**config.mk**
```make
export PLATFORM = sky130hd
export DESIGN_NAME = sram_icb_arbiter
export DESIGN_NICKNAME = d
export VERILOG_FILES = /design/src/rtl/sram_icb_arbiter_pkg.sv /design/src/rtl/sram_arb_id_fifo.sv /design/src/rtl/sram_icb_arbiter.sv
export SDC_FILE = /design/constraint.sdc
export NUM_CORES = 1
export LEC_CHECK = 0
export BUFFER_PORTS_ARGS = -buffer_cell sky130_fd_sc_hd__buf_2
export CORE_AREA = 2 2 109 111
export CTS_BUF_LIST = sky130_fd_sc_hd__clkbuf_8
export DETAILED_ROUTE_END_ITERATION = 8
export DIE_AREA = 0 0 111 113
export PLACE_DENSITY = 0.45
export SYNTH_ARGS = -nofsm -noshare
export SYNTH_HDL_FRONTEND = slang
export SYNTH_SLANG_ARGS = --single-unit
```
**constraint.sdc**
```tcl
create_clock -name clk -period 5.1 [get_ports clk]
set_input_delay 0.765 -clock clk [delete_from_list [all_inputs] [get_ports clk]]
set_output_delay 0.765 -clock clk [all_outputs]
set_load 0.01 [all_outputs]
```
**src/rtl/sram_icb_arbiter_pkg.sv**
```systemverilog
// Shared definitions for the two-master SRAM ICB arbiter: master IDs,
// default outstanding depth and ICB bus widths.
package sram_icb_arbiter_pkg;

   // Core register width; the ICB data bus follows it.
   localparam int XLEN      = 32;
   localparam int SRAM_AW   = 19;          // 128K x 32 byte address
   localparam int SRAM_DW   = XLEN;
   localparam int SRAM_MW   = XLEN / 8;
   localparam int DEF_OSTD  = 2;

   // Master identifiers as stored in the ID FIFO.
   typedef enum logic {
      SRAM_ARB_M0 = 1'b0,
      SRAM_ARB_M1 = 1'b1
   } arb_id_e;

   // Round-robin choice when both masters contend: the one not served last.
   function automatic logic rr_pick(input logic last_grant);
      return (last_grant == SRAM_ARB_M0) ? SRAM_ARB_M1 : SRAM_ARB_M0;
   endfunction

endpackage

```
**src/rtl/sram_arb_id_fifo.sv**
```systemverilog
// Flop-based FIFO of 1-bit master IDs, one entry per outstanding SRAM
// command. Head is the ID of the oldest command, i.e. the owner of the next
// in-order response.
module sram_arb_id_fifo #(
   parameter int OSTD = 2
) (
   input  logic clk,
   input  logic rst_n,
   input  logic push,
   input  logic push_id,
   input  logic pop,
   output logic full,
   output logic empty,
   output logic head
);

   localparam int PW = (OSTD > 1) ? $clog2(OSTD) : 1;
   localparam int CW = $clog2(OSTD + 1);

   logic [OSTD-1:0] mem;
   logic [PW-1:0]   wr_ptr;
   logic [PW-1:0]   rd_ptr;
   logic [CW-1:0]   count;
   logic            do_push;
   logic            do_pop;

   // Pointers wrap modulo OSTD, which need not be a power of two.
   function automatic logic [PW-1:0] ptr_inc(input logic [PW-1:0] p);
      if (p == PW'(OSTD - 1)) return '0;
      else                    return p + 1'b1;
   endfunction

   assign full    = (count == CW'(OSTD));
   assign empty   = (count == '0);
   assign head    = mem[rd_ptr];
   assign do_push = push && !full;
   assign do_pop  = pop && !empty;

   // Storage, pointers and occupancy; push and pop together leave count unchanged.
   always_ff @(posedge clk or negedge rst_n) begin
      if (!rst_n) begin
         mem    <= '0;
         wr_ptr <= '0;
         rd_ptr <= '0;
         count  <= '0;
      end else begin
         if (do_push) begin
            mem[wr_ptr] <= push_id;
            wr_ptr      <= ptr_inc(wr_ptr);
         end
         if (do_pop) begin
            rd_ptr <= ptr_inc(rd_ptr);
         end
         case ({do_push, do_pop})
            2'b10:   count <= count + 1'b1;
            2'b01:   count <= count - 1'b1;
            default: count <= count;
         endcase
      end
   end

endmodule

```
**src/rtl/sram_icb_arbiter.sv**
```systemverilog
// Two-master ICB arbiter in front of the on-chip SRAM. Commands are granted
// round-robin with zero added latency; a stalled command locks the grant so
// the slave-side payload stays stable. Responses come back in order and are
// steered to the issuing master using the ID FIFO.
module sram_icb_arbiter
   import sram_icb_arbiter_pkg::*;
#(
   parameter int AW   = SRAM_AW,
   parameter int DW   = SRAM_DW,
   parameter int MW   = SRAM_MW,
   parameter int OSTD = DEF_OSTD
) (
   input  logic          clk,
   input  logic          rst_n,

   input  logic          m0_icb_cmd_valid,
   output logic          m0_icb_cmd_ready,
   input  logic [AW-1:0] m0_icb_cmd_addr,
   input  logic          m0_icb_cmd_read,
   input  logic [DW-1:0] m0_icb_cmd_wdata,
   input  logic [MW-1:0] m0_icb_cmd_wmask,
   output logic          m0_icb_rsp_valid,
   input  logic          m0_icb_rsp_ready,
   output logic [DW-1:0] m0_icb_rsp_rdata,

   input  logic          m1_icb_cmd_valid,
   output logic          m1_icb_cmd_ready,
   input  logic [AW-1:0] m1_icb_cmd_addr,
   input  logic          m1_icb_cmd_read,
   input  logic [DW-1:0] m1_icb_cmd_wdata,
   input  logic [MW-1:0] m1_icb_cmd_wmask,
   output logic          m1_icb_rsp_valid,
   input  logic          m1_icb_rsp_ready,
   output logic [DW-1:0] m1_icb_rsp_rdata,

   output logic          s_icb_cmd_valid,
   input  logic          s_icb_cmd_ready,
   output logic [AW-1:0] s_icb_cmd_addr,
   output logic          s_icb_cmd_read,
   output logic [DW-1:0] s_icb_cmd_wdata,
   output logic [MW-1:0] s_icb_cmd_wmask,
   input  logic          s_icb_rsp_valid,
   output logic          s_icb_rsp_ready,
   input  logic [DW-1:0] s_icb_rsp_rdata,

   output logic          arb_err
);

   logic grant;
   logic gnt_valid;
   logic lock;
   logic lock_id;
   logic last_grant;
   logic cmd_hs;
   logic rsp_hs;
   logic fifo_full;
   logic fifo_empty;
   logic fifo_head;

   // Grant selection: a locked master keeps the bus, otherwise a lone
   // requester wins and contention goes to the master not served last.
   always_comb begin
      grant = rr_pick(last_grant);
      if (lock) begin
         grant = lock_id;
      end else if (m0_icb_cmd_valid && !m1_icb_cmd_valid) begin
         grant = SRAM_ARB_M0;
      end else if (m1_icb_cmd_valid && !m0_icb_cmd_valid) begin
         grant = SRAM_ARB_M1;
      end
   end

   // Command mux toward the SRAM; a full FIFO blocks issue with no bypass.
   always_comb begin
      if (grant == SRAM_ARB_M1) begin
         gnt_valid       = m1_icb_cmd_valid;
         s_icb_cmd_addr  = m1_icb_cmd_addr;
         s_icb_cmd_read  = m1_icb_cmd_read;
         s_icb_cmd_wdata = m1_icb_cmd_wdata;
         s_icb_cmd_wmask = m1_icb_cmd_wmask;
      end else begin
         gnt_valid       = m0_icb_cmd_valid;
         s_icb_cmd_addr  = m0_icb_cmd_addr;
         s_icb_cmd_read  = m0_icb_cmd_read;
         s_icb_cmd_wdata = m0_icb_cmd_wdata;
         s_icb_cmd_wmask = m0_icb_cmd_wmask;
      end
   end

   assign s_icb_cmd_valid  = gnt_valid && !fifo_full;
   assign cmd_hs           = s_icb_cmd_valid && s_icb_cmd_ready;
   assign m0_icb_cmd_ready = cmd_hs && (grant == SRAM_ARB_M0);
   assign m1_icb_cmd_ready = cmd_hs && (grant == SRAM_ARB_M1);

   // Response demux: only the head-of-FIFO master sees valid; an empty FIFO
   // drains whatever the SRAM presents.
   always_comb begin
      m0_icb_rsp_valid = 1'b0;
      m1_icb_rsp_valid = 1'b0;
      s_icb_rsp_ready  = s_icb_rsp_valid;
      if (!fifo_empty) begin
         if (fifo_head == SRAM_ARB_M1) begin
            m1_icb_rsp_valid = s_icb_rsp_valid;
            s_icb_rsp_ready  = m1_icb_rsp_ready;
         end else begin
            m0_icb_rsp_valid = s_icb_rsp_valid;
            s_icb_rsp_ready  = m0_icb_rsp_ready;
         end
      end
   end

   assign m0_icb_rsp_rdata = s_icb_rsp_rdata;
   assign m1_icb_rsp_rdata = s_icb_rsp_rdata;
   assign rsp_hs           = s_icb_rsp_valid && s_icb_rsp_ready && !fifo_empty;

   // Lock holds a stalled grant until its handshake; last_grant drives round-robin.
   always_ff @(posedge clk or negedge rst_n) begin
      if (!rst_n) begin
         lock       <= 1'b0;
         lock_id    <= SRAM_ARB_M0;
         last_grant <= SRAM_ARB_M1;
      end else begin
         if (cmd_hs) begin
            lock       <= 1'b0;
            last_grant <= grant;
         end else if (s_icb_cmd_valid && !s_icb_cmd_ready) begin
            lock    <= 1'b1;
            lock_id <= grant;
         end
      end
   end

   // Sticky flag for a response that arrived with nothing outstanding.
   always_ff @(posedge clk or negedge rst_n) begin
      if (!rst_n) begin
         arb_err <= 1'b0;
      end else if (s_icb_rsp_valid && fifo_empty) begin
         arb_err <= 1'b1;
      end
   end

   sram_arb_id_fifo #(
      .OSTD (OSTD)
   ) u_id_fifo (
      .clk     (clk),
      .rst_n   (rst_n),
      .push    (cmd_hs),
      .push_id (grant),
      .pop     (rsp_hs),
      .full    (fifo_full),
      .empty   (fifo_empty),
      .head    (fifo_head)
   );

endmodule
```
==> flow_summary.yaml <==
logic_synthesis:
  synth_top_area_frac: 0.3086
  synth_cell_types: 31
  syn-num-nets: 338
  synth_edf_count: 0
  synth_warnings: 0
  synthFlopType: "dfrtp_1"
  synth_area_leaders: "mux2_2, buf_4, dfrtp_1, mux2_1, mux2i_1"
  syn_area_um2: 1752
  async_flop_share: 1.000
  synthCells: 185
  synth_largest_area_cell: "mux2_2"
  synth_common_cells: "buf_4, mux2_2, nor2_1"
  ys_seq_area_frac: 0.1436
  post-synth-top-count-cell: "buf_4"
  avgSynthCellArea_um2: 9.469
  ys_seq_elements: 10
flow_run:
  drv_cap: 0
power:
  p_leak_nw: 1.219
  p_int_uw: 665.7
  switchingPower_uw: 512.2
  p_total_mw: 1.178
  clkPwrFrac: 0.087
  switching_share: 0.4349
  peakVddDrop_mv: 0.1533
  seqPwrFrac: 0.141
  cellPowerDensity_nw_per_um2: 495.8
  pwr-share-comb: 0.771
clock_network:
  ctsResizeCount: 0
  clk_path_buf_depth: 2
  insertion_delay_ns: 0.24
  htree_num_levels: 1
  cts_hold_buf: 0
  post_cts_buffers: 0
  clkSlewWorstSetupHoldPaths_ns: 0.05
  cts_sinks: 10
  numCtsBuffers: 3
  tritoncts: "yes"
  cts-root-buf: "clkbuf_8"
run_status:
  status: "finished, final reports clean"
finish:
  syn2layout_area_growth_pct: 35.64
  fillers: 1237
  multiInputGateArea_um2: 955.9
  diodes: 0
  final-seq-area_um2: 251.5
  nets: 455
  drive_gt1_frac: 0.7940
grt:
  busiest_layer: "met2"
  use_met3: 0.02142
  antenna_found_initial: 0
  grt_max_degree: 47
  use_met2: 0.1509
  grtUsageTotal: 0.08100
  first_global_vias: 1655
  grt_overflow_total: 0
  grt_pass1_wl_um: 8197
  gr-usage-met1: 0.08431
worst_setup_path:
  start_kind: "primary input"
  crit_path_start: "m0_icb_cmd_valid"
  endpoint_kind: "output port"
  worstPathMaxFanout: 46
  arrival_ns: 2.62
  crit_type: "primary input to output port"
  reg2reg_from: "last_grant"
  r2r_cells: 5
  required_ns: 4.34
floorplanning:
  core_region_area_um2: 11270
  io_pins: 279
  num_rows: 39
  die_x_um: 111
  start_util: 0.1554
  die_area_um2: 12540
  die_h_um: 113
routing:
  drt-initial-drc-count: 67
  drc: 0
  antenna_left: 0
  via_per_inst: 3.842
  drt_pass1_iterations: 4
  wl_um: 5634
  wl_per_cell_um: 12.69
  vias: 1706
timing:
  slew_headroom: 0.4884
  period_minus_slack_ns: 3.381
  worst_pin_slew_ns: 0.7674
  hold_viol_final: 0
  final-max-slew-violation-count: 0
  setup_viol: 0
  fin_skew_ns: 0.001097
  setup_tns_ns: 0
  rsz0062_at_grt: "false"
  timing.fmax_ghz: 0.2958
  finalCritPeriodShare: 0.6630
placed_design:
  portBuffers: 182
  hpwlAfterDp_um: 4887
  gp_congestion: 0.7049
worst_hold_path:
  worstHoldPathType: "primary input to asynchronous set/reset pin"
critical path, stage by stage:
cell     delay, ns
buf_2         0.19
nor2_1        0.10
o31ai_4       0.67
buf_12        0.34
mux2_2        0.38
buf_2         0.14
final timing paths:
| kind | end | slack (ns) |
|---|---|---|
| worst max-delay path | s_icb_cmd_wdata[27] | 1.72 |
| worst min-delay path | u_id_fifo.rd_ptr | 0.38 |
| worst max register to register | u_id_fifo.mem[0] | 2.90 |
| worst min register to register | arb_err | 0.46 |
| max in group asynchronous | last_grant | 4.46 |
| min in group clk | arb_err | 0.46 |
final cells by class:
type                       instances  share of cell area
multi-input combinational        103              0.4023
sequential                        10              0.1058
inverter                           1            0.001580
tap                              143             0.07530
clock buffer                       4             0.02317
timing repair buffer             183              0.3918
cell families (layout without fill, tap and decap cells):
| group | Yosys count | after routing | synth area share |
|---|---|---|---|
| DFF | 10 | 10 | 0.1436 |
| and+or+nand+nor | 20 | 20 | 0.05214 |
| adders and majority gates | 1 | 1 | 0.007142 |
| xor gates and xnor gates | 5 | 5 | 0.02500 |
| muxes | 60 | 60 | 0.3829 |
| AOI/OAI and AO/OA | 17 | 17 | 0.07858 |
| buffers and inverters | 72 | 188 | 0.3107 |
metrics by stage:
stage	util	cell area, um^2	setup slack [ns]	hold slack [ns]	instances
4_1_cts	0.2108	2376	1.675	0.3789	444
3_3_place_gp	0.2059	2321	1.742	0.4523	440
5_1_grt	0.2108	2376	1.548	0.3863	444
6_report	0.2108	2376	1.719	0.3783	444
2_1_floorplan	-	1752	2.406	0.4633	185
3_5_place_dp	0.2059	2321	1.682	0.4512	440
flip-flops by register name, indices dropped and copies added (netlist names):
name and flops:
arb_err 1, u_id_fifo.wr_ptr 1, lock_id 1, lock 1, u_id_fifo.count 2, u_id_fifo.mem 2
last_grant 1, u_id_fifo.rd_ptr 1
power groups by stage:
stage	Combinational, mW	Clock [mW]	Sequential [mW]
final	0.909	0.103	0.167
after global routing	0.990	0.109	0.176
after CTS	0.925	0.105	0.166
after detailed placement	0.920	0	0.168
after floorplan	0.702	0	0.157
after global placement	0.914	0	0.168
cells in the final DEF (no fill, tap or decap), types with 2 or more instances in the layout:
cell      netlist  final
dfrtp_1         9      9
mux2_2         48     48
nor2b_1         2      2
clkbuf_8        0      4
xnor2_1         3      3
mux2i_1         4      4
o21ai_0         2      2
nor2_1         10     10
nand2b_1        2      2
xor2_1          2      2
buf_2           0    182
mux2_1          8      8
nand2_1         3      3
a31oi_1         4      4
layer usage:
metal / routed length (um) / part of all wire
met1: 1933 / 0.34
met2: 2847 / 0.51
met3: 681 / 0.12
met4: 172 / 0.031
met5: 0 / 0
Note: power is estimated with default switching activity, not from simulation.
